**src/rtl/fifo_wr_arbiter_pkg.sv**
```systemverilog
// Shared definitions for the FIFO write-side scheduler and its round-robin picker.
package fifo_arb_pkg;

   typedef enum logic {
      IDLE  = 1'b0,
      BURST = 1'b1
   } state_t;

   // Index width that never collapses to zero bits.
   function automatic int clog2(input int value);
      return (value <= 1) ? 1 : $clog2(value);
   endfunction

endpackage

```
**src/rtl/fifo_wr_arbiter_if.sv**
```systemverilog
// Requester handshake plus FIFO write port bundle for fifo_wr_arbiter.
interface fifo_wr_arbiter_if #(
   parameter int NUM_REQ = 4,
   parameter int DATA_W  = 8
);
   import fifo_arb_pkg::*;

   localparam int ID_W = clog2(NUM_REQ);

   logic [NUM_REQ-1:0]        i_req_valid;
   logic [NUM_REQ*DATA_W-1:0] i_req_data;
   logic [NUM_REQ-1:0]        i_req_last;
   logic [NUM_REQ-1:0]        o_req_ready;
   logic                      i_full;
   logic                      o_wen;
   logic [DATA_W-1:0]         o_wdata;
   logic [ID_W-1:0]           o_grant_id;
   logic                      o_busy;

   modport master (
      output i_req_valid, i_req_data, i_req_last, i_full,
      input  o_req_ready, o_wen, o_wdata, o_grant_id, o_busy
   );

   modport slave (
      input  i_req_valid, i_req_data, i_req_last, i_full,
      output o_req_ready, o_wen, o_wdata, o_grant_id, o_busy
   );

endinterface

```
**src/rtl/fifo_wr_arbiter_rr_pick.sv**
```systemverilog
// Combinational rotating-priority picker: search starts one past rr_last and wraps.
module rr_pick
   import fifo_arb_pkg::*;
#(
   parameter int N    = 4,
   parameter int ID_W = clog2(N)
) (
   input  logic [N-1:0]    req,
   input  logic [ID_W-1:0] rr_last,
   output logic [ID_W-1:0] winner,
   output logic            any_req
);

   function automatic int wrap_idx(input logic [ID_W-1:0] base, input int off);
      int sum;
      sum = int'(base) + off;
      return (sum >= N) ? sum - N : sum;
   endfunction

   assign any_req = |req;

   // Walk from lowest to highest priority so the highest-priority hit is written last.
   always_comb begin
      winner = '0;
      for (int i = N; i >= 1; i--) begin
         if (req[wrap_idx(rr_last, i)]) begin
            winner = ID_W'(wrap_idx(rr_last, i));
         end
      end
   end

endmodule

```
**src/rtl/fifo_wr_arbiter.sv**
```systemverilog
// Round-robin write-port scheduler with burst lock, burst budget and idle timeout,
// driving the FIFO write port and stalling on the write pointer handler's full flag.
module fifo_wr_arbiter
   import fifo_arb_pkg::*;
#(
   parameter int NUM_REQ      = 4,
   parameter int DATA_W       = 8,
   parameter int MAX_BURST    = 4,
   parameter int HOLD_TIMEOUT = 8
) (
   input logic               i_wclk,
   input logic               i_rst,
   fifo_wr_arbiter_if.slave  bus
);

   localparam int ID_W = clog2(NUM_REQ);
   localparam int BC_W = clog2(MAX_BURST + 1);
   localparam int IC_W = clog2(HOLD_TIMEOUT + 1);

   state_t            state_reg, state_next;
   logic [ID_W-1:0]   grant_reg, grant_next;
   logic [ID_W-1:0]   rr_last_reg, rr_last_next;
   logic [BC_W-1:0]   burst_cnt_reg, burst_cnt_next;
   logic [IC_W-1:0]   idle_cnt_reg, idle_cnt_next;

   logic [ID_W-1:0]   winner;
   logic              any_req;
   logic [DATA_W-1:0] words [NUM_REQ];
   logic              busy;
   logic              granted_valid;
   logic              granted_last;
   logic              xfer;

   rr_pick #(
      .N    (NUM_REQ),
      .ID_W (ID_W)
   ) u_pick (
      .req     (bus.i_req_valid),
      .rr_last (rr_last_reg),
      .winner  (winner),
      .any_req (any_req)
   );

   assign busy          = (state_reg == BURST);
   assign granted_valid = bus.i_req_valid[grant_reg];
   assign granted_last  = bus.i_req_last[grant_reg];
   assign xfer          = busy && granted_valid && !bus.i_full;

   genvar gi;
   generate
      for (gi = 0; gi < NUM_REQ; gi++) begin : g_req
         assign words[gi]           = bus.i_req_data[gi*DATA_W +: DATA_W];
         assign bus.o_req_ready[gi] = busy && (grant_reg == ID_W'(gi)) && !bus.i_full;
      end
   endgenerate

   assign bus.o_wen      = xfer;
   assign bus.o_wdata    = words[grant_reg];
   assign bus.o_grant_id = grant_reg;
   assign bus.o_busy     = busy;

   always_ff @(posedge i_wclk or posedge i_rst) begin
      if (i_rst) begin
         state_reg     <= IDLE;
         grant_reg     <= '0;
         rr_last_reg   <= ID_W'(NUM_REQ - 1);
         burst_cnt_reg <= '0;
         idle_cnt_reg  <= '0;
      end else begin
         state_reg     <= state_next;
         grant_reg     <= grant_next;
         rr_last_reg   <= rr_last_next;
         burst_cnt_reg <= burst_cnt_next;
         idle_cnt_reg  <= idle_cnt_next;
      end
   end

   // A full FIFO falls through both branches, freezing both counters during a stall.
   always_comb begin
      state_next     = state_reg;
      grant_next     = grant_reg;
      rr_last_next   = rr_last_reg;
      burst_cnt_next = burst_cnt_reg;
      idle_cnt_next  = idle_cnt_reg;
      case (state_reg)
         IDLE: begin
            if (any_req) begin
               grant_next     = winner;
               rr_last_next   = winner;
               burst_cnt_next = '0;
               idle_cnt_next  = '0;
               state_next     = BURST;
            end
         end
         BURST: begin
            if (xfer) begin
               burst_cnt_next = burst_cnt_reg + 1'b1;
               idle_cnt_next  = '0;
               if (granted_last || (burst_cnt_next == BC_W'(MAX_BURST))) begin
                  state_next = IDLE;
               end
            end else if (!granted_valid && !bus.i_full) begin
               idle_cnt_next = idle_cnt_reg + 1'b1;
               if (idle_cnt_next == IC_W'(HOLD_TIMEOUT)) begin
                  state_next = IDLE;
               end
            end
         end
      endcase
   end

endmodule

```
**src/flat_wrapper.sv**
```systemverilog
// flat-port wrapper written by rule: the top's interface ports become plain ports
module fifo_wr_arbiter_flat import fifo_arb_pkg::*;
#(
   parameter int NUM_REQ      = 4,
   parameter int DATA_W       = 8,
   parameter int MAX_BURST    = 4,
   parameter int HOLD_TIMEOUT = 8
)
  (i_wclk, i_rst, bus_i_req_valid, bus_i_req_data, bus_i_req_last, bus_i_full, bus_o_req_ready, bus_o_wen, bus_o_wdata, bus_o_grant_id, bus_o_busy);
  fifo_wr_arbiter_if #(.NUM_REQ(NUM_REQ), .DATA_W(DATA_W)) bus_i ();
  input logic i_wclk;
  input logic i_rst;
  input wire logic [$bits(bus_i.i_req_valid)-1:0] bus_i_req_valid;
  input wire logic [$bits(bus_i.i_req_data)-1:0] bus_i_req_data;
  input wire logic [$bits(bus_i.i_req_last)-1:0] bus_i_req_last;
  input wire logic [$bits(bus_i.i_full)-1:0] bus_i_full;
  output wire logic [$bits(bus_i.o_req_ready)-1:0] bus_o_req_ready;
  output wire logic [$bits(bus_i.o_wen)-1:0] bus_o_wen;
  output wire logic [$bits(bus_i.o_wdata)-1:0] bus_o_wdata;
  output wire logic [$bits(bus_i.o_grant_id)-1:0] bus_o_grant_id;
  output wire logic [$bits(bus_i.o_busy)-1:0] bus_o_busy;
  assign bus_i.i_req_valid = bus_i_req_valid;
  assign bus_i.i_req_data = bus_i_req_data;
  assign bus_i.i_req_last = bus_i_req_last;
  assign bus_i.i_full = bus_i_full;
  assign bus_o_req_ready = bus_i.o_req_ready;
  assign bus_o_wen = bus_i.o_wen;
  assign bus_o_wdata = bus_i.o_wdata;
  assign bus_o_grant_id = bus_i.o_grant_id;
  assign bus_o_busy = bus_i.o_busy;
  fifo_wr_arbiter #(.NUM_REQ(NUM_REQ), .DATA_W(DATA_W), .MAX_BURST(MAX_BURST), .HOLD_TIMEOUT(HOLD_TIMEOUT)) u_core (.i_wclk(i_wclk), .i_rst(i_rst), .bus(bus_i));
endmodule
```
**config.mk**
```make
export PLATFORM = sky130hd
export DESIGN_NAME = fifo_wr_arbiter_flat
export DESIGN_NICKNAME = d
export VERILOG_FILES = /design/src/rtl/fifo_wr_arbiter_pkg.sv /design/src/rtl/fifo_wr_arbiter_if.sv /design/src/rtl/fifo_wr_arbiter_rr_pick.sv /design/src/rtl/fifo_wr_arbiter.sv /design/src/flat_wrapper.sv
export SDC_FILE = /design/constraint.sdc
export NUM_CORES = 1
export LEC_CHECK = 0
export CELL_PAD_IN_SITES_DETAIL_PLACEMENT = 2
export CELL_PAD_IN_SITES_GLOBAL_PLACEMENT = 2
export CORE_UTILIZATION = 19
export CTS_BUF_LIST = sky130_fd_sc_hd__clkbuf_4 sky130_fd_sc_hd__clkbuf_8
export CTS_CLUSTER_SIZE = 25
export DETAILED_ROUTE_END_ITERATION = 16
export GPL_TIMING_DRIVEN = 0
export PLACE_DENSITY_LB_ADDON = 0.1
export SETUP_SLACK_MARGIN = 0.2
export SLEW_MARGIN = 20
export SYNTH_ARGS = -nofsm -noshare
export SYNTH_HDL_FRONTEND = slang
export SYNTH_SLANG_ARGS = --single-unit
```
**constraint.sdc**
```tcl
create_clock -name i_wclk -period 1.58 [get_ports i_wclk]
set_input_delay 0.158 -clock i_wclk [delete_from_list [all_inputs] [get_ports i_wclk]]
set_output_delay 0.158 -clock i_wclk [all_outputs]
set_load 0.01 [all_outputs]
```
==> results of run 1 <==
==> critical path, cell delays in order (launching register included) <==
cell and delay [ns]:
dfrtp_1 0.36, buf_6 0.13, mux4_2 0.56, buf_6 0.16
or3_1 0.30, a31oi_1 0.16
==> worst min-delay path by stage <==
stage | cells after the start | end | slack, ns
detailed placement | 1 | u_core.burst_cnt_reg[2] | 0.51
CTS | 2 | u_core.idle_cnt_reg[1] | 0.26
global placement | 1 | u_core.burst_cnt_reg[0] | 0.49
global route | 2 | u_core.idle_cnt_reg[1] | 0.29
floorplan | 1 | u_core.burst_cnt_reg[0] | 0.02
finish | 2 | u_core.idle_cnt_reg[2] | 0.23
==> cell type report <==
cell class	count	area (um2)
well taps	67	83.8
repair buffers	69	676
plain buffers	3	40.0
multi-input cells	68	683
clock buffers	4	55.1
inverters	6	22.5
fillers	504	2920
flip-flops and latches	12	305
==> layer usage <==
| layer | wire length [um] | part of all wire |
|---|---|---|
| met1 | 1600 | 0.40 |
| met2 | 2170 | 0.54 |
| met3 | 233 | 0.058 |
| met4 | 22 | 0.0055 |
| met5 | 0 | 0 |
==> what timing repair did <==
item                                   in CTS  in global routing
resized for setup                          83                 15
gates cloned                                1                  0
setup endpoints to repair                  23                 25
endpoints found under the hold margin       0                  0
pin swaps                                   3                  3
buffers inserted                            7                  3
==> where the power goes <==
group | leakage [nW] | internal [mW] | switching (mW)
clock network | 0.0288 | 0.221 | 0.127
logic | 0.638 | 1.07 | 0.781
registers | 0.147 | 0.448 | 0.146
total | 0.814 | 1.74 | 1.05
==> cells in the mapped netlist (2+ instances only) <==
master | number | area share
mux4_1 | 4 | 0.11
a21oi_1 | 3 | 0.016
dfstp_2 | 2 | 0.055
mux2i_1 | 3 | 0.031
mux4_2 | 6 | 0.14
inv_1 | 6 | 0.023
nor2_1 | 7 | 0.027
a22o_1 | 2 | 0.018
o21ai_0 | 5 | 0.026
nand2_1 | 9 | 0.035
a21o_1 | 4 | 0.031
ha_1 | 4 | 0.052
nand3_1 | 3 | 0.016
dfrtp_1 | 10 | 0.26
a31oi_1 | 2 | 0.013
==> stage by stage <==
step | hold WS (ns) | total power [mW] | instance area (um2)
6_report | 0.233 | 2.80 | 1870
5_1_grt | 0.287 | 3.01 | 1870
4_1_cts | 0.264 | 2.67 | 1780
3_5_place_dp | 0.514 | 2.02 | 1630
3_3_place_gp | 0.492 | 1.98 | 1630
2_1_floorplan | 0.0213 | 1.35 | 962
==> kinds of logic (layout without fill, tap and decap cells) <==
family / count (synthesis) / count (layout) / synth area share
AND/OR/NAND/NOR: 26 / 26 / 0.126
buffers and inverters: 9 / 82 / 0.0442
flip-flops: 12 / 12 / 0.315
AO/OA/AOI/OAI: 22 / 22 / 0.152
adder cells (fa/ha/maj): 4 / 4 / 0.0520
multiplexers: 14 / 14 / 0.293
XOR/XNOR: 2 / 2 / 0.0182
==> key figures, run 1 <==
Status
  – Status: complete, but fails checks
  – Failing checks: setup timing

Global route
  – Global Route met1 Usage: 0.190
  – Vias in the first global route: ~1.1k
  – Initial antenna violation count: 0
  – GRT Max-Usage Layer: met2
  – GRT overflow: 0
  – GR Util met3: 0.0262
  – Global Route met2 Usage: 0.280
  – Largest net degree at the start of global routing: 13
  – First-pass GRT wire length: 6090 um
  – Total track usage: 0.154

Yosys
  – #FFs+latches synth: 12
  – Yosys warnings: 0
  – Top_reg_cell synth: dfrtp_1
  – Register area share after synthesis: 0.315
  – Cells after Synth: 89
  – Post-synth EDFFs: 0
  – Mapped cell area: 962 um2
  – Number of distinct library cells after synthesis: 34
  – Post-Syn Nets: 136
  – Avg Inst Size Synth: 10.8 um2
  – Asr flop ratio synth: 1.00

STA
  – Slew Limit Fails: 0
  – Final hold violation count: 0
  – Fmax: ~570 MHz
  – RSZ-0062 raised after global routing: true
  – Rel. slew slack: 0.670
  – Setup TNS: -1.23 ns
  – Endpoints failing setup: 13
  – Min Tclk post-route: about 1.8 ns
  – Worst Skew: 0.00300 ns
  – Final worst slack: -0.182 ns
  – Least-Margin Pin Slew: 0.495 ns
  – Final Cycle Share: 1.12

Setup path
  – Worst Setup EP: u_core.idle_cnt_reg[2]
  – Critical Path RT: 1.75 ns
  – Worst Setup SP: u_core.bus.o_grant_id[0]
  – Critical path type: reg -> reg
  – Reg2reg path depth: 5
  – Flop2flop setup slack: -0.18 ns
  – Worst setup SP type: flip-flop
  – Crit Path Max Fanout: 4
  – Worst r2r src: u_core.bus.o_grant_id[0]
  – Setup crit end kind: flip-flop
  – Worst EP arrival: 1.93 ns
  – Reg-to-reg endpoint: u_core.idle_cnt_reg[2]

Finish
  – Non-filler cells in the finished layout: 229
  – Post-Route Utilization: 0.390
  – Layout cells sized above 1: 0.370
  – Commonest non-fill, non-tap cell in the layout: clkdlybuf4s50_1
  – Layout Area Growth over Synthesis: 93.9%
  – # nets final: 210
  – N_diodes: 0
  – Most frequent cells in the layout: clkdlybuf4s50_1, mux4_2, buf_6
  – Max reg flops: 4

Die
  – Rows: 25
  – Die Span Y: 73.2 um
  – Die area: 5350 um2
  – Io pins: 59
  – Initial core utilization: 0.201
  – Core area: 4790 um2
  – Die W: about 73 um

Drt
  – Post-route ant nets: 0
  – Final WL: 4030 um
  – Pre-antenna DRT Iters: 4
  – DR iter-0 viols: 45
  – Residual DRC: 0
  – Total number of vias: between 1k and 1.5k
  – DR WL/cell: roughly 18 um
  – Vias per Instance: 4.58

Job
  – Max-Cap Viols: 0

Pwr
  – Leak: 0.814 nW
  – Power Dens Cells: 1500 nW/um2
  – Max IR drop VDD: 596 uV

Clocking
  – Hold buffer count at CTS: 0
  – CTS root buf: clkbuf_8
  – CTS tree: done
  – Reg clk slew, reported paths: around 0.060 ns
  – CTS sink cnt: 12
  – Clock latency on the worst-skew pair: 0.25 ns
  – H-tree Lvls: 1
  – Total CTS buffers: 3
  – Clock buffer depth: 2

Placed design
  – Final HPWL DP: roughly 3000 um
  – Routability Congestion: 0.690
  – Placed Cells: 214
  – Setup WS pre-CTS: -0.581 ns
  – Buffers on Ports: 58

Worst hold path
  – HP Class: in -> async
No activity file was read; power rests on OpenSTA's default activity.
==> run 2: changes to the inputs <==
Settings changed: SLEW_MARGIN 20 to 10.
==> results of run 2 <==
No change in the layout: final DEF, timing and power equal those of run 1.
==> run 3: changes to the inputs <==
Settings changed: CORE_UTILIZATION 19 to 23, REMOVE_ABC_BUFFERS set to 1.
Clock period 1.58 ns to 2.29 ns, I/O delays scaled along.
==> run 3 against run 2 <==
  * The flow now finishes without violations
  * Core utilization rose by 3.2 points
  * Clock skew increased by 0.0013 ns
  * Combinational power is 51% lower
  * Critical path type is now in -> out
==> key figures, run 3 (synthesis gave the netlist of run 1 again) <==
Drt
  – Vias per Instance: 5.02
  – Total number of vias: between 1k and 1.5k
  – DR iter-0 viols: 9
  – Final WL: between 3000 and 4000 um
  – Pre-antenna DRT Iters: 3
  – DR WL/cell: around 17 um
  – Residual DRC: 0
  – Post-route ant nets: 0

Placed design
  – Setup WS pre-CTS: -0.202 ns
  – DP Area: roughly 1600 um2
  – Buffers on Ports: 58
  – Final HPWL DP: around 2600 um
  – Routability Congestion: 0.678
  – Placed Cells: between 150 and 200

Status
  – Status: finished clean

Setup path
  – Crit Path Max Fanout: 4
  – Buffers and inverters on the worst path: 3
  – Critical Path RT: 2.06 ns
  – Setup crit end kind: output pin
  – Crit-path cells: clkdlybuf4s50_1 > mux4_2 > nand2_2 > inv_1 > dlygate4sd2_1
  – Worst EP arrival: 1.70 ns
  – Worst setup SP type: input port
  – Worst path slowest cell: mux4_2
  – Max stage delay on crit path: 0.53 ns
  – Delay-heaviest family, CP: buffers and inverters
  – Critical path type: in -> out

Clocking
  – Reg clk slew, reported paths: 0.05 ns
  – Total CTS buffers: 3
  – Hold buffer count at CTS: 0
  – Clock buffer depth: 2
  – CTS sink cnt: 12
  – H-tree Lvls: 1
  – CTS tree: done
  – CTS root buf: clkbuf_8
  – Clock latency on the worst-skew pair: around 0.24 ns

STA
  – Least-Margin Pin Slew: 0.477 ns
  – Worst Skew: 0.00426 ns
  – RSZ-0062 raised after global routing: false
  – Min Tclk post-route: 1.93 ns
  – Fmax: 517 MHz
  – Endpoints failing setup: 0
  – Final Cycle Share: 0.844
  – Final hold violation count: 0
  – Rel. slew slack: 0.682
  – Setup TNS: 0 ns
  – Final worst slack: 0.357 ns
  – Slew Limit Fails: 0
  – WHS: approximately 0.30 ns

Worst hold path
  – HP Class: in -> async

Pwr
  – Max IR drop VDD: ~360 uV
  – Leak: 0.796 nW
  – Sequential power share: 0.285
  – Clk network pwr share: 0.137
  – Combinational Power Share: 0.578
  – P_sw: slightly below 0.6 mW
  – Internal: 0.981 mW
  – Power Dens Cells: 926 nW/um2
  – Net Sw Frac: 0.371
  – Tot Pwr: 1.56 mW

Finish
  – N_diodes: 0
  – Most frequent cells in the layout: clkdlybuf4s50_1, nand2_1, dfrtp_1
  – Layout fillers: 438
  – # nets final: 199
  – Post-Route Utilization: 0.421
  – Design area: 1690 um2
  – Layout cells sized above 1: 0.132
  – Non-filler cells in the finished layout: approximately 200
  – Commonest non-fill, non-tap cell in the layout: clkdlybuf4s50_1
  – Layout Area Growth over Synthesis: 75.2%
  – Max reg flops: 4

Global route
  – GRT overflow: 0
  – Total track usage: 0.157
  – First-pass GRT wire length: 5150 um
  – Vias in the first global route: 1,045
  – Initial antenna violation count: 0
  – Largest net degree at the start of global routing: 17

Job
  – Max-Cap Viols: 0

Die
  – Die W: between 60 and 70 um
  – Die Span Y: 66.7 um
  – Initial core utilization: 0.241
  – Core area: 4000 um2
  – Io pins: slightly below 60
  – Rows: 23
  – Die area: ~4400 um2
run 3: changes by cell type in the layout (fill, tap and decap cells not counted), sizes merged:
cell / delta
buf: -24
clkbuf: -1
clkdlybuf4s50: +3
dlygate4sd2: +6
dlymetal6s2s: +5
run 3: per-layer routing:
metal | global-route usage | part of all wire | vias to the layer above
li1 | - | - | 466
met2 | 0.283 | 0.49 | 48
met3 | 0.0394 | 0.11 | 4
met5 | 0 | 0 | -
met1 | 0.171 | 0.39 | 491
met4 | 0.0718 | 0.016 | 0
run 3: worst reg2reg max path: stages, from the launching register on:
cell     delay, ns
dfrtp_4       0.42
buf_6         0.17
buf_4         0.16
mux4_1        0.57
a21oi_1       0.15
o21ai_0       0.09
o21ai_0       0.15
run 3: worst paths after layout:
| kind | startpoint | cells after the start | end | slack (ns) |
|---|---|---|---|---|
| setup / recovery | bus_i_req_valid[2] | 5 | bus_o_wen | 0.36 |
| hold / removal | i_rst | 2 | u_core.burst_cnt_reg[1] | 0.30 |
| setup reg to reg | u_core.bus.o_grant_id[0] | 6 | u_core.bus.o_busy | 0.51 |
| hold reg to reg | u_core.burst_cnt_reg[2] | 1 | u_core.burst_cnt_reg[2] | 0.51 |
| max in group asynchronous | i_rst | 2 | u_core.bus.o_grant_id[0] | 1.62 |
| min in group i_wclk | u_core.burst_cnt_reg[2] | 1 | u_core.burst_cnt_reg[2] | 0.51 |
run 3: what timing repair did:
item,in CTS,in global routing
buffers inserted,3,0
endpoints found under the setup margin,12,8
resized for setup,12,8
endpoints found under the hold margin,0,0
run 3: power groups by stage:
stage / combinational (mW) / sequential, mW / clock, mW
global route: 1.00 / 0.466 / 0.236
detailed placement: 0.855 / 0.491 / 0
CTS: 0.938 / 0.449 / 0.222
floorplan: 0.452 / 0.449 / 0
global placement: 0.833 / 0.487 / 0
finish: 0.902 / 0.444 / 0.214
run 3: final cells by class:
class,instances,area (um2),share of cell area
clock buffer,4,48.8,0.0290
multi-input combinational,68,627,0.372
tap,50,62.6,0.0371
timing repair buffer,61,617,0.366
inverter,6,22.5,0.0134
sequential,12,308,0.183
